===== src/rtl/dvlsi_pkg.sv =====
// dvlsi_pkg: custom-0 opcode, accumulator funct3 codes and FSM states
package dvlsi_pkg;
  localparam logic [6:0] OPC_CUSTOM0 = 7'b0001011;
  localparam logic [2:0] ACC_MAC = 3'b000;
  localparam logic [2:0] ACC_CLR = 3'b001;
  localparam logic [2:0] ACC_RD  = 3'b010;
  typedef enum logic [1:0] {IDLE, EXEC, RESP} state_e;
endpackage


===== src/rtl/dvlsi_acc_mul.sv =====
// dvlsi_acc_mul: iterative shift-add multiplier, MUL_BITS multiplier bits per cycle, low XLEN product
module dvlsi_acc_mul #(
  parameter int XLEN     = 64,
  parameter int MUL_BITS = 4
) (
  input  logic            clk,
  input  logic            rst,
  input  logic            i_start,
  input  logic            i_abort,
  input  logic [XLEN-1:0] i_a,
  input  logic [XLEN-1:0] i_b,
  output logic            o_done,
  output logic [XLEN-1:0] o_prod
);
  localparam int STEPS = XLEN / MUL_BITS;
  localparam int CW    = $clog2(STEPS + 1);
  logic [XLEN-1:0] r_a, r_b, r_p;
  logic [CW-1:0]   r_cnt;
  logic [XLEN-1:0] w_pp;
  assign w_pp = r_a * XLEN'(r_b[MUL_BITS-1:0]);
  always_ff @(posedge clk) begin
    if (rst || i_abort) begin
      r_a   <= '0;
      r_b   <= '0;
      r_p   <= '0;
      r_cnt <= '0;
    end else if (i_start) begin
      r_a   <= i_a;
      r_b   <= i_b;
      r_p   <= '0;
      r_cnt <= CW'(STEPS);
    end else if (r_cnt != '0) begin
      r_p   <= r_p + w_pp;
      r_a   <= r_a << MUL_BITS;
      r_b   <= r_b >> MUL_BITS;
      r_cnt <= r_cnt - CW'(1);
    end
  end
  // done is raised during the last step so the final product is usable without an extra cycle
  assign o_done = r_cnt <= CW'(1);
  assign o_prod = (r_cnt == '0) ? r_p : r_p + w_pp;
endmodule


===== src/rtl/dvlsi_mac_acc.sv =====
// dvlsi_mac_acc: CVXIF custom-0 MAC/CLR/RD coprocessor; define DVLSI_ACC_SATURATE_EN for signed saturating accumulate
module dvlsi_mac_acc
  import dvlsi_pkg::*;
#(
  parameter int XLEN     = 64,
  parameter int ID_W     = 4,
  parameter int MUL_BITS = 4
) (
  input  logic            clk_i,
  input  logic            rst_i,
  input  logic            issue_valid_i,
  output logic            issue_ready_o,
  input  logic [31:0]     issue_instr_i,
  input  logic [ID_W-1:0] issue_id_i,
  input  logic [XLEN-1:0] issue_rs1_i,
  input  logic [XLEN-1:0] issue_rs2_i,
  output logic            issue_accept_o,
  output logic            issue_writeback_o,
  input  logic            commit_valid_i,
  input  logic [ID_W-1:0] commit_id_i,
  input  logic            commit_kill_i,
  output logic            result_valid_o,
  input  logic            result_ready_i,
  output logic [ID_W-1:0] result_id_o,
  output logic [4:0]      result_rd_o,
  output logic [XLEN-1:0] result_data_o,
  output logic            result_we_o
);
  state_e          r_state, w_next;
  logic [ID_W-1:0] r_id;
  logic [4:0]      r_rd;
  logic [2:0]      r_f3;
  logic            r_cmt;
  logic [XLEN-1:0] r_acc, r_data;
  logic            w_idle, w_dec_ok, w_take, w_cm, w_cmt, w_kill, w_done, w_fin, w_rv;
  logic            w_mul_done, w_unused;
  logic [ID_W-1:0] w_cid;
  logic [2:0]      w_f3;
  logic [XLEN-1:0] w_prod, w_raw, w_sum, w_acc_next, w_rdata;
  assign w_unused = ^{issue_instr_i[31:15]};
  assign w_f3     = issue_instr_i[14:12];
  assign w_idle   = r_state == IDLE;
  assign w_dec_ok = issue_instr_i[6:0] == OPC_CUSTOM0 &&
                    (w_f3 == ACC_MAC || w_f3 == ACC_CLR || w_f3 == ACC_RD);
  assign w_take   = issue_valid_i && w_dec_ok && w_idle;
  // in IDLE the instruction being issued is the one a commit can refer to
  assign w_cid    = w_idle ? issue_id_i : r_id;
  assign w_cm     = commit_valid_i && commit_id_i == w_cid;
  assign w_cmt    = r_cmt || (w_cm && !commit_kill_i);
  assign w_kill   = w_cm && commit_kill_i && r_state != RESP;
  assign w_done   = r_f3 != ACC_MAC || w_mul_done;
  assign w_fin    = r_state == EXEC && w_next == RESP;
  dvlsi_acc_mul #(.XLEN(XLEN), .MUL_BITS(MUL_BITS)) u_mul (
    .clk    (clk_i),
    .rst    (rst_i),
    .i_start(w_take && w_f3 == ACC_MAC),
    .i_abort(w_kill),
    .i_a    (issue_rs1_i),
    .i_b    (issue_rs2_i),
    .o_done (w_mul_done),
    .o_prod (w_prod)
  );
  assign w_raw = r_acc + w_prod;
`ifdef DVLSI_ACC_SATURATE_EN
  logic w_ovf;
  assign w_ovf = r_acc[XLEN-1] == w_prod[XLEN-1] && w_raw[XLEN-1] != r_acc[XLEN-1];
  assign w_sum = !w_ovf ? w_raw :
                 r_acc[XLEN-1] ? {1'b1, {(XLEN-1){1'b0}}} : {1'b0, {(XLEN-1){1'b1}}};
`else
  assign w_sum = w_raw;
`endif
  assign w_acc_next = r_f3 == ACC_MAC ? w_sum : r_f3 == ACC_CLR ? '0 : r_acc;
  assign w_rdata    = r_f3 == ACC_MAC ? w_sum : r_acc;
  always_ff @(posedge clk_i) begin
    if (rst_i) r_state <= IDLE;
    else       r_state <= w_next;
  end
  always_comb begin
    w_next = r_state;
    unique case (r_state)
      IDLE:    w_next = (w_take && !w_kill) ? EXEC : IDLE;
      EXEC:    w_next = w_kill ? IDLE : (w_done && w_cmt) ? RESP : EXEC;
      RESP:    w_next = result_ready_i ? IDLE : RESP;
      default: w_next = IDLE;
    endcase
  end
  always_comb begin
    w_rv              = !rst_i && r_state == RESP;
    issue_ready_o     = !rst_i && w_idle;
    issue_accept_o    = !rst_i && w_take;
    issue_writeback_o = !rst_i && w_take;
    result_valid_o    = w_rv;
    result_we_o       = w_rv;
    result_id_o       = w_rv ? r_id : '0;
    result_rd_o       = w_rv ? r_rd : '0;
    result_data_o     = w_rv ? r_data : '0;
  end
  always_ff @(posedge clk_i) begin
    if (rst_i) begin
      r_id   <= '0;
      r_rd   <= '0;
      r_f3   <= '0;
      r_cmt  <= 1'b0;
      r_acc  <= '0;
      r_data <= '0;
    end else begin
      if (w_take) begin
        r_id  <= issue_id_i;
        r_rd  <= issue_instr_i[11:7];
        r_f3  <= w_f3;
        r_cmt <= w_cm && !commit_kill_i;
      end else begin
        r_cmt <= w_cmt;
      end
      if (w_fin) begin
        r_acc  <= w_acc_next;
        r_data <= w_rdata;
      end
    end
  end
endmodule


===== config.mk =====
export PLATFORM = sky130hd
export DESIGN_NAME = dvlsi_mac_acc
export DESIGN_NICKNAME = d
export VERILOG_FILES = /design/src/rtl/dvlsi_pkg.sv /design/src/rtl/dvlsi_acc_mul.sv /design/src/rtl/dvlsi_mac_acc.sv
export SDC_FILE = /design/constraint.sdc
export NUM_CORES = 2
export LEC_CHECK = 0
export ABC_CLOCK_PERIOD_IN_PS = 12780
export CORE_MARGIN = 4
export CORE_UTILIZATION = 30
export DETAILED_ROUTE_END_ITERATION = 6
export GPL_TIMING_DRIVEN = 0
export PLACE_DENSITY_LB_ADDON = 0.12
export SYNTH_ARGS = -nofsm -noshare
export SYNTH_HDL_FRONTEND = slang
export SYNTH_SLANG_ARGS = --single-unit

===== constraint.sdc =====
create_clock -name clk_i -period 12.78 [get_ports clk_i]
set_clock_uncertainty 0.1 [all_clocks]
set_input_delay 1.278 -clock clk_i [delete_from_list [all_inputs] [get_ports clk_i]]
set_output_delay 1.278 -clock clk_i [all_outputs]
set_load 0.1 [all_outputs]

---- After elaboration in Yosys (flattened, before gate mapping) ----
Cells that the tools add are included.
operators by class
  add/sub/neg operators ................... 3
  $mul .................................... 1
  order comparisons ....................... 1
  equality and inequality tests ........... 9
  multiplexer cells ....................... 20
  reduce and logical (&&, ||, !) cells .... 32
operator list
  kind                   count
  $mux W64               9
  $add A64 B64 Y64       2
  $mul A64 B4 Y64        1
  $mux W5                3
  $logic_and A1 B1 Y1    14
  $mux W4                2
  $eq A7 B4 Y1 const B   1
  $eq A3 B1 Y1 const B   2
  $logic_not A3 Y1       2
  $mux W2                3
  $pmux W2 S3            1
  $le A5 B1 Y1 const B   1
  $logic_not A5 Y1       1
  $logic_or A1 B1 Y1     5
  $reduce_bool A5 Y1     1
  $sub A5 B1 Y5 const B  1
  $eq A2 B2 Y1 const B   2
  $eq A4 B4 Y1           1
  $reduce_bool A2 Y1     2
  $eq A3 B2 Y1 const B   1
  $logic_not A1 Y1       3
  $reduce_bool A3 Y1     1
  $eq A2 B1 Y1 const B   1
  $logic_not A2 Y1       1
  other kinds (4)        5
storage, ports and cells
  register bits ........................... 340
  input bits .............................. 174
  output and inout bits ................... 78
  logic and storage cells ................. 78

---- Longest topological paths before layout ----
  word-level depth ........................ 13
  depth in mapped cells ................... 34
  mapped depth without buffers ............ 31

---- Modules after synthesis ----
A second synthesis with hierarchy kept.
second synthesis, totals
  cell total of the unflattened synthesis .. 3834
  area total of the unflattened synthesis .. 28597.4 sq um
by module, submodules not included
  module         instances  cells each  area an instance (sq um)  seq. area each (sq um)
  dvlsi_acc_mul  1          2428        18321.3                   3943.8
  dvlsi_mac_acc  1          1406        10276.1                   2862.7

---- Worst setup path before layout ----
No wires, ideal clock.
  path kind ............................... reg2reg
  from .................................... register u_mul.r_b[2]
  to ...................................... register r_acc[62]
  setup time .............................. 126 ps
  arrival ................................. 6844 ps
  required time ........................... 12554 ps
  slack ................................... 5711 ps
  stages on the path, launching flop included .. 33
  buffers on the path ..................... 3
  clock period less this slack ............ 7069 ps
  cells stage by stage .................... dfxtp_1 -> clkbuf_1 -> clkbuf_1 -> and2_1 -> fa_1 -> fa_1 -> inv_1 -> fa_1 -> inv_1 -> ha_1 -> nand4_1 -> or3_1 -> a211oi_1 -> and4b_1 -> or2_2 -> o21a_1 -> o21bai_1 -> xnor2_1 -> nor2_1 -> a21oi_1 -> ha_1 -> clkbuf_1 -> a21o_1 -> a21o_1 -> a22oi_1 -> o21ai_0 -> a2111oi_0 -> a21oi_1 -> a21boi_0 -> o21ai_0 -> xor2_1 -> nand2_1 -> o21ai_0
on the way
  word-level cells in the longest chain between the ends .. 5
ends and longest elaborated chain
  what                      line                  source
  start: declaration        dvlsi_acc_mul.sv:17   logic [XLEN-1:0] r_a, r_b, r_p;
  start signal: assignment  dvlsi_acc_mul.sv:29   r_b <= i_b;
  start signal: assignment  dvlsi_acc_mul.sv:35   r_b <= r_b >> MUL_BITS;
  $mul A64 B4 Y64           dvlsi_acc_mul.sv:20   assign w_pp = r_a * XLEN'(r_b[MUL_BITS-1:0]);
  $add A64 B64 Y64          dvlsi_acc_mul.sv:41   assign o_prod = (r_cnt == '0) ? r_p : r_p + w_pp;
  $mux W64                  dvlsi_acc_mul.sv:41
  $add A64 B64 Y64          dvlsi_mac_acc.sv:63   assign w_raw = r_acc + w_prod;
  $mux W64                  dvlsi_mac_acc.sv:72   assign w_acc_next = r_f3 == ACC_MAC ? w_sum : r_f3 == ACC_CLR ? '0 : r_acc;
  end signal: assignment    dvlsi_mac_acc.sv:116  r_acc <= w_acc_next;
  end: declaration          dvlsi_mac_acc.sv:34   logic [XLEN-1:0] r_acc, r_data;
No other way between the ends.
A chain may end at the register's enable or synchronous reset.

---- Worst setup path in the final report ----
  from .................................... register u_mul.r_b[3]
  to ...................................... register r_acc[60]
Same word-level chain as after synthesis.

==> flow_metrics.py <==
metrics = {
    "setup_path": {
        "arrival_ns": 10.51,
        "path_class": "reg2reg",
        "crit_path_max_incr_delay_ns": 0.82,
        "crit_path_max_fanout": 10,
        "startpoint_type": "flop",
        "cp-end-kind": "flop",
        "startpoint": "u_mul.r_b[3]",
        "r2r_slack_ns": 2.63,
        "reg2reg_from": "u_mul.r_b[3]",
        "reg2reg_to": "r_acc[60]",
        "r2r_cells": 31,
        "cpMostUsedCell": "a21oi_1",
        "required_ns": 13.14,
        "critPathSlowestCell": "clkbuf_1",
    },
    "detailed_routing": {
        "initialDrtViolationCount": 1595,
        "met3_length_um": 5800,
        "routed.top_layer": "met4",
        "firstDrtPassIters": 7,
        "vias": 25400,
        "met2_length_um": 44800,
        "wl_um": 103000,
        "vias_per_cell": 5.03,
        "m1WireLength_um": 49600,
        "avgRoutedWirePerCell_um": 20.4,
        "ant_nets": 0,
        "drc": 0,
    },
    "clock_network": {
        "cts_resized": 0,
        "clock_latency_ns": 0.60,
        "clkSinkCount": 340,
        "root_buffer": "clkbuf_16",
        "postCtsHoldBufs": 0,
        "cts_buffers": 43,
        "clkSlewWorstSetupHoldPaths_ns": 0.06,
        "cts_tree": "built",
        "h-tree-depth": 2,
        "cts_max_path_buffers": 3,
        "post_cts_buffers": 0,
    },
    "floorplan": {
        "die_h_um": 311,
        "rows": 110,
        "die_width_um": 311,
        "start_util_pct": 30.4,
        "die-area_mm2": 0.0969,
        "core_area_mm2": 0.0907,
        "num_io_pins": 252,
    },
    "sta": {
        "period_share_pct": 79.5,
        "finalCriticalPeriod_ns": 10.15,
        "fin_ws_ns": 2.63,
        "relSlewSlack_pct": 17.5,
        "max_freq_mhz": 98.5,
        "fin_tns_setup_ns": 0,
        "finalHoldViolations": 0,
        "holdWs_ns": 0.365,
        "tightestPinTransition_ns": 1.24,
        "slew_viol_final": 0,
        "rsz0062_at_grt": "false",
        "finalSetupViolations": 0,
    },
    "yosys": {
        "avgSynthCellArea_um2": 7.73,
        "synth_ff_type": "dfxtp_1",
        "syn_nets": 4061,
        "synth_edf_count": 0,
        "async_flop_share_pct": 0,
        "synthCells": 3572,
        "ys_seq_area_share_pct": 24.7,
        "syn_area_mm2": 0.0276,
        "ys_top_cells_by_count": "nand2_1 (510), dfxtp_1 (340), a21oi_1 (334)",
        "ys_ff_latch": 340,
        "synthTopCellsByArea": "dfxtp_1 (25%), fa_1 (13%), and2_1 (7.5%)",
        "yosys.cell_types.count": 75,
        "ys_warn_count": 0,
        "yosysTopAreaCellShare_pct": 24.7,
        "synth.most_common_cell": "nand2_1",
        "yosys.area.top_type": "dfxtp_1",
    },
    "power_and_ir_drop": {
        "p_total_mw": 4.01,
        "leakage_nw": 14.0,
        "vdd_drop_max_v": 0.000108,
        "p_per_area_mw_per_mm2": 122,
    },
    "place": {
        "dp_hpwl_um": 81900,
        "place_congestion": 0.905,
        "place_ws_ns": 2.86,
        "io_buffers": 234,
    },
    "hold_path": {
        "hp-start": "r_data[28]",
        "hold_class": "reg2reg",
        "hold_path_depth": 2,
        "hold_end": "r_data[28]",
    },
    "job": {
        "maxCapViolCount": 0,
    },
    "grt": {
        "overflow": 0,
        "track_usage_pct": 20.8,
        "grt_max_degree": 13,
        "antenna_found_initial": 1,
        "grt_pass1_wl_um": 158000,
        "grt_pass1_vias": 25800,
    },
    "finish": {
        "final_nets": 4342,
        "num-fill-cells": 9609,
        "areaGrowthSynthToFinish_pct": 19.1,
        "final_layout_size_suffix_gt1_share_pct": 2.76,
    },
    "status": {
        "status": "completed",
    },
}
[state kept, by name (all words and copies together), names as in the netlist]
signal and flops:
r_cmt 1, r_data 64, r_id 4, r_rd 5, u_mul.r_cnt 5, r_f3 3, u_mul.r_p 64, r_state 2
u_mul.r_b 64, r_acc 64, u_mul.r_a 64
[kinds of logic after synthesis]
kind of cell	count (synthesis)	share of synthesized area, %
adders and majority gates	315	19.3
and+or+nand+nor	1376	23.7
muxes	30	1.11
xor gates and xnor gates	122	3.87
DFF	340	24.7
AOI/OAI and AO/OA	879	20.4
buffers and inverters	510	7.04
[worst max-delay path by stage]
| stage | cells past startpoint | endpoint | slack (ns) |
|---|---|---|---|
| global route | 31 | r_acc[60] | 2.24 |
| detailed placement | 31 | r_acc[60] | 2.86 |
| global placement | 29 | r_acc[63] | 2.08 |
| finish | 31 | r_acc[60] | 2.63 |
| floorplan | 32 | r_acc[62] | 5.71 |
| CTS | 31 | r_data[60] | 2.80 |
[power breakdown]
group          switching [mW]  internal, mW
Clock                   0.534         0.749
Sequential             0.0399          1.11
Combinational            1.15         0.436
[cell usage in the layout (no fill, tap or decap), types with 7 or more instances in the layout]
cell type and instances:
o31ai_1 7, buf_1 10, xor2_1 44, buf_2 11
o21bai_1 37, clkbuf_8 8, clkinv_2 7, clkbuf_16 43
a31oi_1 14, fa_1 183, o21ai_1 7, nand4_1 40
o21ai_0 144, or3_1 12, and2_1 333, a311oi_1 126
o21a_1 16, ha_1 132, a211oi_1 19, mux2i_1 26
dfxtp_1 340, clkdlybuf4s50_1 234, nor2_1 304, a21oi_1 334
inv_1 276, xnor2_1 78, nand2_1 510, and3_1 17
a21boi_0 7, nor2b_1 12, a21o_1 99, and4_1 7
nand3_1 62, o211ai_1 11, a221oi_1 8, nor3_1 29
nand2b_1 14, clkbuf_1 220
[final cells by class]
cell class | count | area, um^2 | area share [%]
Antenna cell | 1 | 2.50 | 0.00761
Buffer | 234 | 906 | 2.76
Clock buffer | 60 | 1220 | 3.71
Clock inverter | 15 | 219 | 0.666
Inverter | 276 | 1040 | 3.15
Multi-Input combinational cell | 2722 | 18900 | 57.4
Sequential cell | 340 | 6810 | 20.7
Tap cell | 1176 | 1470 | 4.48
Timing Repair Buffer | 236 | 2350 | 7.16
[per-stage QoR]
stage / cells / util, % / area (um^2)
2_1_floorplan: 3572 / - / 27600
3_3_place_gp: 4982 / 34.6 / 31400
3_5_place_dp: 4984 / 34.7 / 31400
4_1_cts: 5059 / 36.2 / 32900
5_1_grt: 5059 / 36.2 / 32900
6_report: 5060 / 36.2 / 32900
[critical path, delay by kind of cell, from the launching register on]
family                     cells  cell delay, ns
buffers and inverters          4            1.58
and+or+nand+nor                7            1.27
DFF                            1            0.31
adders and majority gates      5            2.10
xor gates and xnor gates       1            0.20
AOI/OAI and AO/OA             14            4.44
[per-layer routing]
layer  global-route usage [%]  up-vias
met2                     32.3      626
met4                     5.80        0
met3                     3.62      127
met1                     29.7    12100
met5                        0        -
li1                         -    12600
No activity file was read; power rests on OpenSTA's default activity.
